File: src/rtl/vector_unpacker_if.sv
// Handshake bundle for vector_unpacker: vector load side plus lane-beat stream side.
// The overrun flag exists only when VUNPACK_OVERRUN_EN is defined.
interface vector_unpacker_if #(
  parameter int unsigned LANES = 4,
  parameter int unsigned W     = 8
);
  localparam int unsigned IdxW = (LANES > 1) ? $clog2(LANES) : 1;

  logic                 load;
  logic [LANES*W-1:0]   vec_in;
  logic                 busy;
  logic                 out_valid;
  logic                 out_ready;
  logic [W-1:0]         out_data;
  logic [IdxW-1:0]      out_idx;
  logic                 out_last;
  logic                 done;
`ifdef VUNPACK_OVERRUN_EN
  logic                 overrun;

  modport master (
    input  load, vec_in, out_ready,
    output busy, out_valid, out_data, out_idx, out_last, done, overrun
  );
  modport slave (
    output load, vec_in, out_ready,
    input  busy, out_valid, out_data, out_idx, out_last, done, overrun
  );
`else
  modport master (
    input  load, vec_in, out_ready,
    output busy, out_valid, out_data, out_idx, out_last, done
  );
  modport slave (
    output load, vec_in, out_ready,
    input  busy, out_valid, out_data, out_idx, out_last, done
  );
`endif
endinterface

File: src/rtl/vector_unpacker.sv
// Captures a packed LANES*W vector and emits it lane by lane over a valid/ready stream.
// Optional sticky overrun flag for loads ignored while busy: define VUNPACK_OVERRUN_EN.
module vector_unpacker #(
  parameter int unsigned LANES = 4,
  parameter int unsigned W     = 8
) (
  input  logic              clk,
  input  logic              reset,
  vector_unpacker_if.master bus
);
  localparam int unsigned IdxW = (LANES > 1) ? $clog2(LANES) : 1;
  localparam logic [IdxW-1:0] LastIdx = IdxW'(LANES - 1);

  typedef enum logic [1:0] {StIdle, StSend, StDone} state_e;

  state_e             state_q, state_d;
  logic [IdxW-1:0]    idx_q, idx_d;
  logic [LANES*W-1:0] shadow_q, shadow_d;
  logic               send;

  // All state advances on the falling edge of clk.
  always_ff @(negedge clk or posedge reset) begin
    if (reset) begin
      state_q  <= StIdle;
      idx_q    <= '0;
      shadow_q <= '0;
    end else begin
      state_q  <= state_d;
      idx_q    <= idx_d;
      shadow_q <= shadow_d;
    end
  end

  always_comb begin
    state_d  = state_q;
    idx_d    = idx_q;
    shadow_d = shadow_q;
    unique case (state_q)
      StIdle: begin
        if (bus.load) begin
          shadow_d = bus.vec_in;
          idx_d    = '0;
          state_d  = StSend;
        end
      end
      StSend: begin
        if (bus.out_ready) begin
          if (idx_q == LastIdx) begin
            idx_d   = '0;
            state_d = StDone;
          end else begin
            idx_d = idx_q + 1'b1;
          end
        end
      end
      StDone:  state_d = StIdle;
      default: state_d = StIdle;
    endcase
  end

  // Outputs are decoded purely from registered state.
  always_comb begin
    send          = (state_q == StSend);
    bus.out_valid = send;
    bus.out_data  = send ? shadow_q[32'(idx_q) * W +: W] : '0;
    bus.out_idx   = idx_q;
    bus.out_last  = send && (idx_q == LastIdx);
    bus.busy      = (state_q != StIdle);
    bus.done      = (state_q == StDone);
  end

`ifdef VUNPACK_OVERRUN_EN
  logic overrun_q;

  always_ff @(negedge clk or posedge reset) begin
    if (reset) begin
      overrun_q <= 1'b0;
    end else if (bus.load && (state_q != StIdle)) begin
      overrun_q <= 1'b1;
    end
  end

  assign bus.overrun = overrun_q;
`endif
endmodule
File: src/flat_wrapper.sv
// flat-port wrapper written by rule: the top's interface ports become plain ports
module vector_unpacker_flat 
#(
  parameter int unsigned LANES = 4,
  parameter int unsigned W     = 8
)
  (clk, reset, bus_load, bus_vec_in, bus_out_ready, bus_busy, bus_out_valid, bus_out_data, bus_out_idx, bus_out_last, bus_done);
  vector_unpacker_if #(.LANES(LANES), .W(W)) bus_i ();
  input  logic clk;
  input  logic reset;
  input wire logic [$bits(bus_i.load)-1:0] bus_load;
  input wire logic [$bits(bus_i.vec_in)-1:0] bus_vec_in;
  input wire logic [$bits(bus_i.out_ready)-1:0] bus_out_ready;
  output wire logic [$bits(bus_i.busy)-1:0] bus_busy;
  output wire logic [$bits(bus_i.out_valid)-1:0] bus_out_valid;
  output wire logic [$bits(bus_i.out_data)-1:0] bus_out_data;
  output wire logic [$bits(bus_i.out_idx)-1:0] bus_out_idx;
  output wire logic [$bits(bus_i.out_last)-1:0] bus_out_last;
  output wire logic [$bits(bus_i.done)-1:0] bus_done;
  assign bus_i.load = bus_load;
  assign bus_i.vec_in = bus_vec_in;
  assign bus_i.out_ready = bus_out_ready;
  assign bus_busy = bus_i.busy;
  assign bus_out_valid = bus_i.out_valid;
  assign bus_out_data = bus_i.out_data;
  assign bus_out_idx = bus_i.out_idx;
  assign bus_out_last = bus_i.out_last;
  assign bus_done = bus_i.done;
  vector_unpacker #(.LANES(LANES), .W(W)) u_core (.clk(clk), .reset(reset), .bus(bus_i));
endmodule
File: config.mk
export PLATFORM = sky130hd
export DESIGN_NAME = vector_unpacker_flat
export DESIGN_NICKNAME = d
export VERILOG_FILES = /design/src/rtl/vector_unpacker_if.sv /design/src/rtl/vector_unpacker.sv /design/src/flat_wrapper.sv
export SDC_FILE = /design/constraint.sdc
export NUM_CORES = 1
export LEC_CHECK = 0
export BUFFER_PORTS_ARGS = -buffer_cell sky130_fd_sc_hd__buf_4
export CAP_MARGIN = 20
export CORE_MARGIN = 8
export CORE_UTILIZATION = 30
export CTS_CLUSTER_DIAMETER = 120
export DETAILED_ROUTE_END_ITERATION = 16
export HOLD_SLACK_MARGIN = 0.03
export PLACE_DENSITY = 0.62
export SYNTH_ARGS = -nofsm -noshare
export SYNTH_HDL_FRONTEND = slang
export SYNTH_SLANG_ARGS = --single-unit
File: constraint.sdc
create_clock -name clk -period 1.8 [get_ports clk]
set_input_delay 0.36 -clock clk [delete_from_list [all_inputs] [get_ports clk]]
set_output_delay 0.36 -clock clk [all_outputs]
set_load 0.005 [all_outputs]
== Word level (Yosys, flattened, before mapping) ==
Cells that the tools add are included.
Cells by class
  add/sub/neg operators: 1
  multiply operators: 0
  divide/modulo/power cells: 0
  $lt $le $gt $ge: 0
  equal/unequal tests: 6
  shifts and indexed selects: 1
  mux-type cells: 9
  bitwise logic cells: 0
  reduce and logical (&&, ||, !) cells: 7
Operators by type and width (count)
  $shiftx 32x6->8: 1
  $mux 2: 6
  $mux 8: 1
  $pmux 2 s2: 2
  $reduce_and 3->1: 2
  $eq 2x2->1 const B: 2
  $ne 2x2->1 const B: 2
  $reduce_bool 2->1: 2
  $add 2x1->2 const B: 1
  $eq 2x1->1 const B: 1
  $logic_not 2->1: 1
  $ne 2x1->1 const B: 1
  $reduce_and 2->1: 1
  $logic_and 1x1->1: 1
Word-level totals
  flip-flop bits (word level): 36
  latch bits: 0
  memory bits (writable): 0
  bits in read-only memories: 0
  input bits: 36
  output and inout bits: 14
  word-level logic and storage cells: 27
  memories: 0

== Logic depth before layout (Yosys ltp) ==
Gate-level depths: netlist (run 1).
  depth after elaboration: 4
  depth in mapped cells: 5
  mapped depth without buffers: 3

==> results of run 1 <==
==> state kept, by name (all words and copies together), names as in the netlist <==
name / flops
u_core.shadow_q: 32
u_core.bus.out_idx: 2
u_core.state_q: 2
==> final cells by class <==
type                       count  area, um^2
multi-input combinational     75         895
timing repair buffer          90         828
fill                         444        2620
sequential                    36         901
clock buffer                   7        96.3
tap                           72        90.1
inverter                       1        7.51
==> cells by family (layout without fill, tap and decap cells) <==
group,count (synthesis),in the layout,share of synthesized area
buf+inv,8,98,0.0396
fa+ha+maj,1,1,0.00747
compound gates,13,13,0.0538
simple gates,13,13,0.0508
mux,48,48,0.311
flops,36,36,0.538
==> how the worst max path moves through the flow <==
stage                                                  from                              end
after CTS                 u_core.bus.out_idx[1]$_DFFE_NP0P_                  bus_out_data[5]
after detailed placement                           bus_load  u_core.shadow_q[20]$_DFFE_NP0P_
after global placement                             bus_load   u_core.shadow_q[5]$_DFFE_NP0P_
after global routing      u_core.bus.out_idx[1]$_DFFE_NP0P_                  bus_out_data[2]
after floorplan               u_core.state_q[0]$_DFFE_NP0P_                  bus_out_data[6]
final                     u_core.bus.out_idx[1]$_DFFE_NP0P_                  bus_out_data[3]
==> per-stage QoR <==
stage               hold WS (ns)  worst slack [ns]  setup TNS (ns)  instances  instance area (um^2)
floorplan                  0.441            -0.568          -22.28        119                  1850
global placement           0.458            -0.618          -26.44        261                  2490
detailed placement         0.458            -0.642          -27.12        261                  2490
CTS                        0.464            -0.905          -18.76        280                  2780
global route               0.480            -0.999          -19.56        281                  2820
finish                     0.464            -0.931          -17.59        281                  2820
==> layout by cell type, fill, tap and decap left out, drive strengths merged, types with 2 or more instances in the layout <==
master	count
buf	89
dfrtn	36
mux2	32
mux2i	16
clkbuf	8
o22ai	8
nand2	3
nor2	2
and2b	2
==> power by group through the flow <==
| stage | sequential (uW) | clock, uW | combinational (uW) |
|---|---|---|---|
| after floorplan | 1440 | 0 | 1500 |
| after global routing | 1580 | 674 | 2990 |
| final | 1530 | 613 | 2800 |
| after detailed placement | 1500 | 0 | 2420 |
| after global placement | 1480 | 0 | 2380 |
| after CTS | 1500 | 632 | 2690 |
==> layer usage <==
layer | vias up | global-route usage | share of wire
met3 | 4 | 0.0449 | 0.044
met1 | 638 | 0.124 | 0.42
met5 | - | 0 | 0
li1 | 608 | - | -
met2 | 30 | 0.186 | 0.52
met4 | 0 | 0.0430 | 0.011
==> timing repair <==
| action | 4_1_cts | 5_1_grt |
|---|---|---|
| pin swaps | 0 | 1 |
| resized for setup | 12 | 20 |
| gates cloned | 2 | 1 |
| endpoints found under the setup margin | 47 | 48 |
| setup buffers | 11 | 5 |
==> synth_stat cells <==
master and instances:
nand3_1 1, a32o_1 1, inv_1 1, nor3b_4 1, dfrtn_1 36, nand2_1 3
ha_1 1, a21o_2 1, buf_2 3, clkbuf_8 1, and3_1 1, o22ai_1 8
nand2b_1 1, nor2_1 2, mux2_2 32, and2b_2 2, a21oi_2 1, o21ai_0 1
or2_2 1, mux2i_1 16, and2_1 1, buf_6 3, o211ai_1 1
==> results.toml, run 1 <==
[drt]
drtIter0Drc = 36
vias_per_cell = 4.56
via_count = 1280
wl_mm = 4.60
wire_per_inst_um = 16.4
firstDrtPassIters = 4
drc = 0
drtAntennaViolNets = 0

[power_and_ir_drop]
switching_power_uw = 1490
power.internal_uw = 3450
powerDensity_nw_per_um2 = 1750
irDropWorstVdd_v = 0.000799
switching_share = 0.301
p_comb_frac = 0.567
leakagePower_uw = 0.00135
power_uw = 4940
clkPwrFrac = 0.124
p_seq_frac = 0.309

[synth]
synth.avg_cell_area_um2 = 14.1
netlist_instances = 119
yosysTopAreaCell = "dfrtn_1"
synth.distinct_cells = 23
synth-seq-cells = 36
yosys.area.top_type_share = 0.538
ys_seq_area_frac = 0.538
synth_area_leaders = "dfrtn_1 54%, mux2_2 22%, mux2i_1 9.6%, o22ai_1 3.0%, buf_6 2.0%"
yosys_warnings = 0
synth_area_um2 = 1680
synthesis.nets = 156

[setup_path]
max_stage_delay_ns = 0.45
rr_endpoint = "u_core.shadow_q[6]$_DFFE_NP0P_"
path_max_fanout = 5
critPathSlowestCell = "dfrtn_1"
worst_r2r_startpoint = "u_core.state_q[1]$_DFFE_NP0P_"
path_delay_family = "flip-flops"
crit_path_end_kind = "output port"
r2r_cells = 7
cp.buffers_inverters = 3
critPathLaunchType = "register"
required_ns = 1.44
crit_cells = 5
path_common_cell = "buf_4"
path_class = "reg -> out"
cp.arrival_ns = 2.37
crit_chain = "buf_4 > buf_12 > mux2i_1 > o22ai_1 > buf_4"
rrSetupSlack_ns = 0.16

[worst_hold_path]
whs_path_depth = 1
hp-class = "reg -> reg"
hold_start = "u_core.shadow_q[27]$_DFFE_NP0P_"
hold-path-endpoint = "u_core.shadow_q[27]$_DFFE_NP0P_"

[sta]
finalClockSkew_ns = 0.00252
worst_pin_slew_ns = 0.190
maxSlewViolCount = 0
hold_viol_final = 0
grt_setup_unrepaired = "yes"
setup_viol = 48
relSlewSlack = 0.869
fin_ws_ns = -0.931

[floorplan]
dieArea_um2 = 8230
num_rows = 27
die_x_um = 90.7
initial_utilization = 0.308
fp.dieH_um = 90.7
ios = 50
core_um2 = 5440

[clock_tree]
cts.path.max_buffers = 2
cts.hold.buffers_added = 0
root_buffer = "clkbuf_8"
clkTransAtPathRegs_ns = 0.05
clk_latency_ns = 0.29
htreeDepth = 2
clock-sinks = 36
cts_tree = "built"
cts_buffers = 5

[final_layout]
area_growth_pct = 68.2
final_nets = 246
fin_util = 0.518
diodes = 0
drive_above_1_share = 0.708

[placed_design]
port_buffers = 49
finalWeightedCongestion = 0.858
dp_hpwl_mm = 3.14

[global_route]
grt_max_degree = 37
gr-total-overflow = 0
grt_first_pass_wirelength_mm = 7.31
track_usage = 0.112
grt_pass1_vias = 1489
antenna_found_initial = 0

[job]
drv_cap = 0

[run_status]
violations = "negative setup slack"
status = "finished with violations"
No activity file was read; power rests on OpenSTA's default activity.
==> run 2: changes to the inputs <==
--- a/config.mk
+++ b/config.mk
@@ -12,7 +12,7 @@
 export CTS_CLUSTER_DIAMETER = 120
 export DETAILED_ROUTE_END_ITERATION = 16
 export HOLD_SLACK_MARGIN = 0.03
-export PLACE_DENSITY = 0.62
+export PLACE_DENSITY_LB_ADDON = 0.1
 export SYNTH_ARGS = -nofsm -noshare
 export SYNTH_HDL_FRONTEND = slang
 export SYNTH_SLANG_ARGS = --single-unit
==> results.toml, run 2 (synthesis results as in run 1) <==
[setup_path]
crit_path_end_kind = "output port"
required_ns = 1.44
critPathLaunchType = "register"
path_class = "reg -> out"
worst_r2r_startpoint = "u_core.state_q[1]$_DFFE_NP0P_"
r2r_cells = 7
path_max_fanout = 4
rrSetupSlack_ns = 0.13
rr_endpoint = "u_core.shadow_q[16]$_DFFE_NP0P_"
cp.arrival_ns = 2.35

[floorplan]
dieArea_um2 = 8230
initial_utilization = 0.308
die_x_um = 90.7
ios = 50
core_um2 = 5440
num_rows = 27
fp.dieH_um = 90.7

[worst_hold_path]
hold-path-endpoint = "u_core.shadow_q[11]$_DFFE_NP0P_"
hp-class = "reg -> reg"
hold_start = "u_core.shadow_q[11]$_DFFE_NP0P_"
whs_path_depth = 1

[clock_tree]
htreeDepth = 2
cts_tree = "built"
cts_buffers = 5
cts.path.max_buffers = 2
clock-sinks = 36
clk_latency_ns = 0.29
root_buffer = "clkbuf_8"
clkTransAtPathRegs_ns = 0.05

[run_status]
status = "finished with violations"
violations = "negative setup slack"

[final_layout]
area_growth_pct = 70.7
multi_input_area_um2 = 912
final_nets = 248
register_area_um2 = 901
largest_reg_flops = 32
final_area_um2 = 2860
layout_commonest_cell = "buf_4"
drive_above_1_share = 0.708
n_fill_cell = 488
diodes = 0
largest-register = "u_core.shadow_q"
fin_util = 0.526
mostFrequentLayoutCells = "71 x buf_4, 36 x dfrtn_1, 32 x mux2_4"

[drt]
drtAntennaViolNets = 0
vias_per_cell = 4.56
drc = 0
via_count = 1295
drtIter0Drc = 29
firstDrtPassIters = 4
wl_mm = 4.82
wire_per_inst_um = 17.0

[global_route]
grt_pass1_vias = 1496
grt_first_pass_wirelength_mm = 7.73
antenna_found_initial = 0
gr-total-overflow = 0
track_usage = 0.118
grt_max_degree = 37

[placed_design]
port_buffers = 49
place_ws_ns = -0.612
finalWeightedCongestion = 0.797
dpl_cell_area_um2 = 2510
dp_hpwl_mm = 3.24

[sta]
tns_ns = -18.38
maxSlewViolCount = 0
grt_setup_unrepaired = "yes"
relSlewSlack = 0.853
hold_viol_final = 0
finalClockSkew_ns = 0.00511
fin_ws_ns = -0.905
setup_viol = 48
worst_pin_slew_ns = 0.221

[power_and_ir_drop]
leakagePower_uw = 0.00136
irDropWorstVdd_v = 0.000599
powerDensity_nw_per_um2 = 1750

[job]
drv_cap = 0
-- run 2: area by class of cell --
| type | count | share of cell area |
|---|---|---|
| clock buffer | 6 | 0.0289 |
| sequential | 36 | 0.315 |
| inverter | 1 | 0.00262 |
| multi-input combinational | 75 | 0.319 |
| clock inverter | 2 | 0.00350 |
| tap | 72 | 0.0315 |
| timing repair buffer | 92 | 0.300 |
-- run 2: how the worst max path moves through the flow --
stage,startpoint,to,depth (start not counted)
after floorplan,u_core.state_q[0]$_DFFE_NP0P_,bus_out_data[6],5
after global placement,u_core.state_q[1]$_DFFE_NP0P_,bus_out_last,4
after detailed placement,u_core.bus.out_idx[1]$_DFFE_NP0P_,bus_out_data[1],4
after CTS,u_core.bus.out_idx[1]$_DFFE_NP0P_,bus_out_data[4],4
after global routing,u_core.bus.out_idx[1]$_DFFE_NP0P_,bus_out_data[6],4
final,u_core.bus.out_idx[1]$_DFFE_NP0P_,bus_out_data[4],4
-- run 2: layer usage --
metal  GRT usage  vias up  wire length (um)
met1       0.139      647              2150
met4      0.0485        0                94
li1            -      615                 -
met5           0        -                 0
met2       0.199       26              2430
met3      0.0283        7               147
-- run 2: power by group --
| part | internal (uW) | switching, uW | leakage (uW) |
|---|---|---|---|
| Clock | 305 | 282 | 0.0000510 |
| Combinational | 1910 | 967 | 0.000883 |
| Sequential | 1250 | 288 | 0.000428 |
-- run 2: stage by stage --
step | total power, uW | std cells | hold slack [ns]
floorplan | 2940 | 119 | 0.441
global placement | 3920 | 265 | 0.453
detailed placement | 3960 | 265 | 0.457
CTS | 4940 | 282 | 0.459
global route | 5300 | 284 | 0.479
finish | 5000 | 284 | 0.458
-- run 2: what timing repair did --
action / 4_1_cts / 5_1_grt
setup buffers: 7 / 4
gates cloned: 4 / 0
endpoints found under the hold margin: 0 / 0
setup endpoints to repair: 47 / 48
resized for setup: 19 / 10
hold buffers: 0 / 0
pin swaps: 3 / 1
-- run 2: worst max-delay path, cell delays in order, from the launching register on --
cell and delay, ns:
dfrtn_1 0.48, buf_4 0.18, mux2i_4 0.24, o22ai_1 0.11, buf_4 0.15
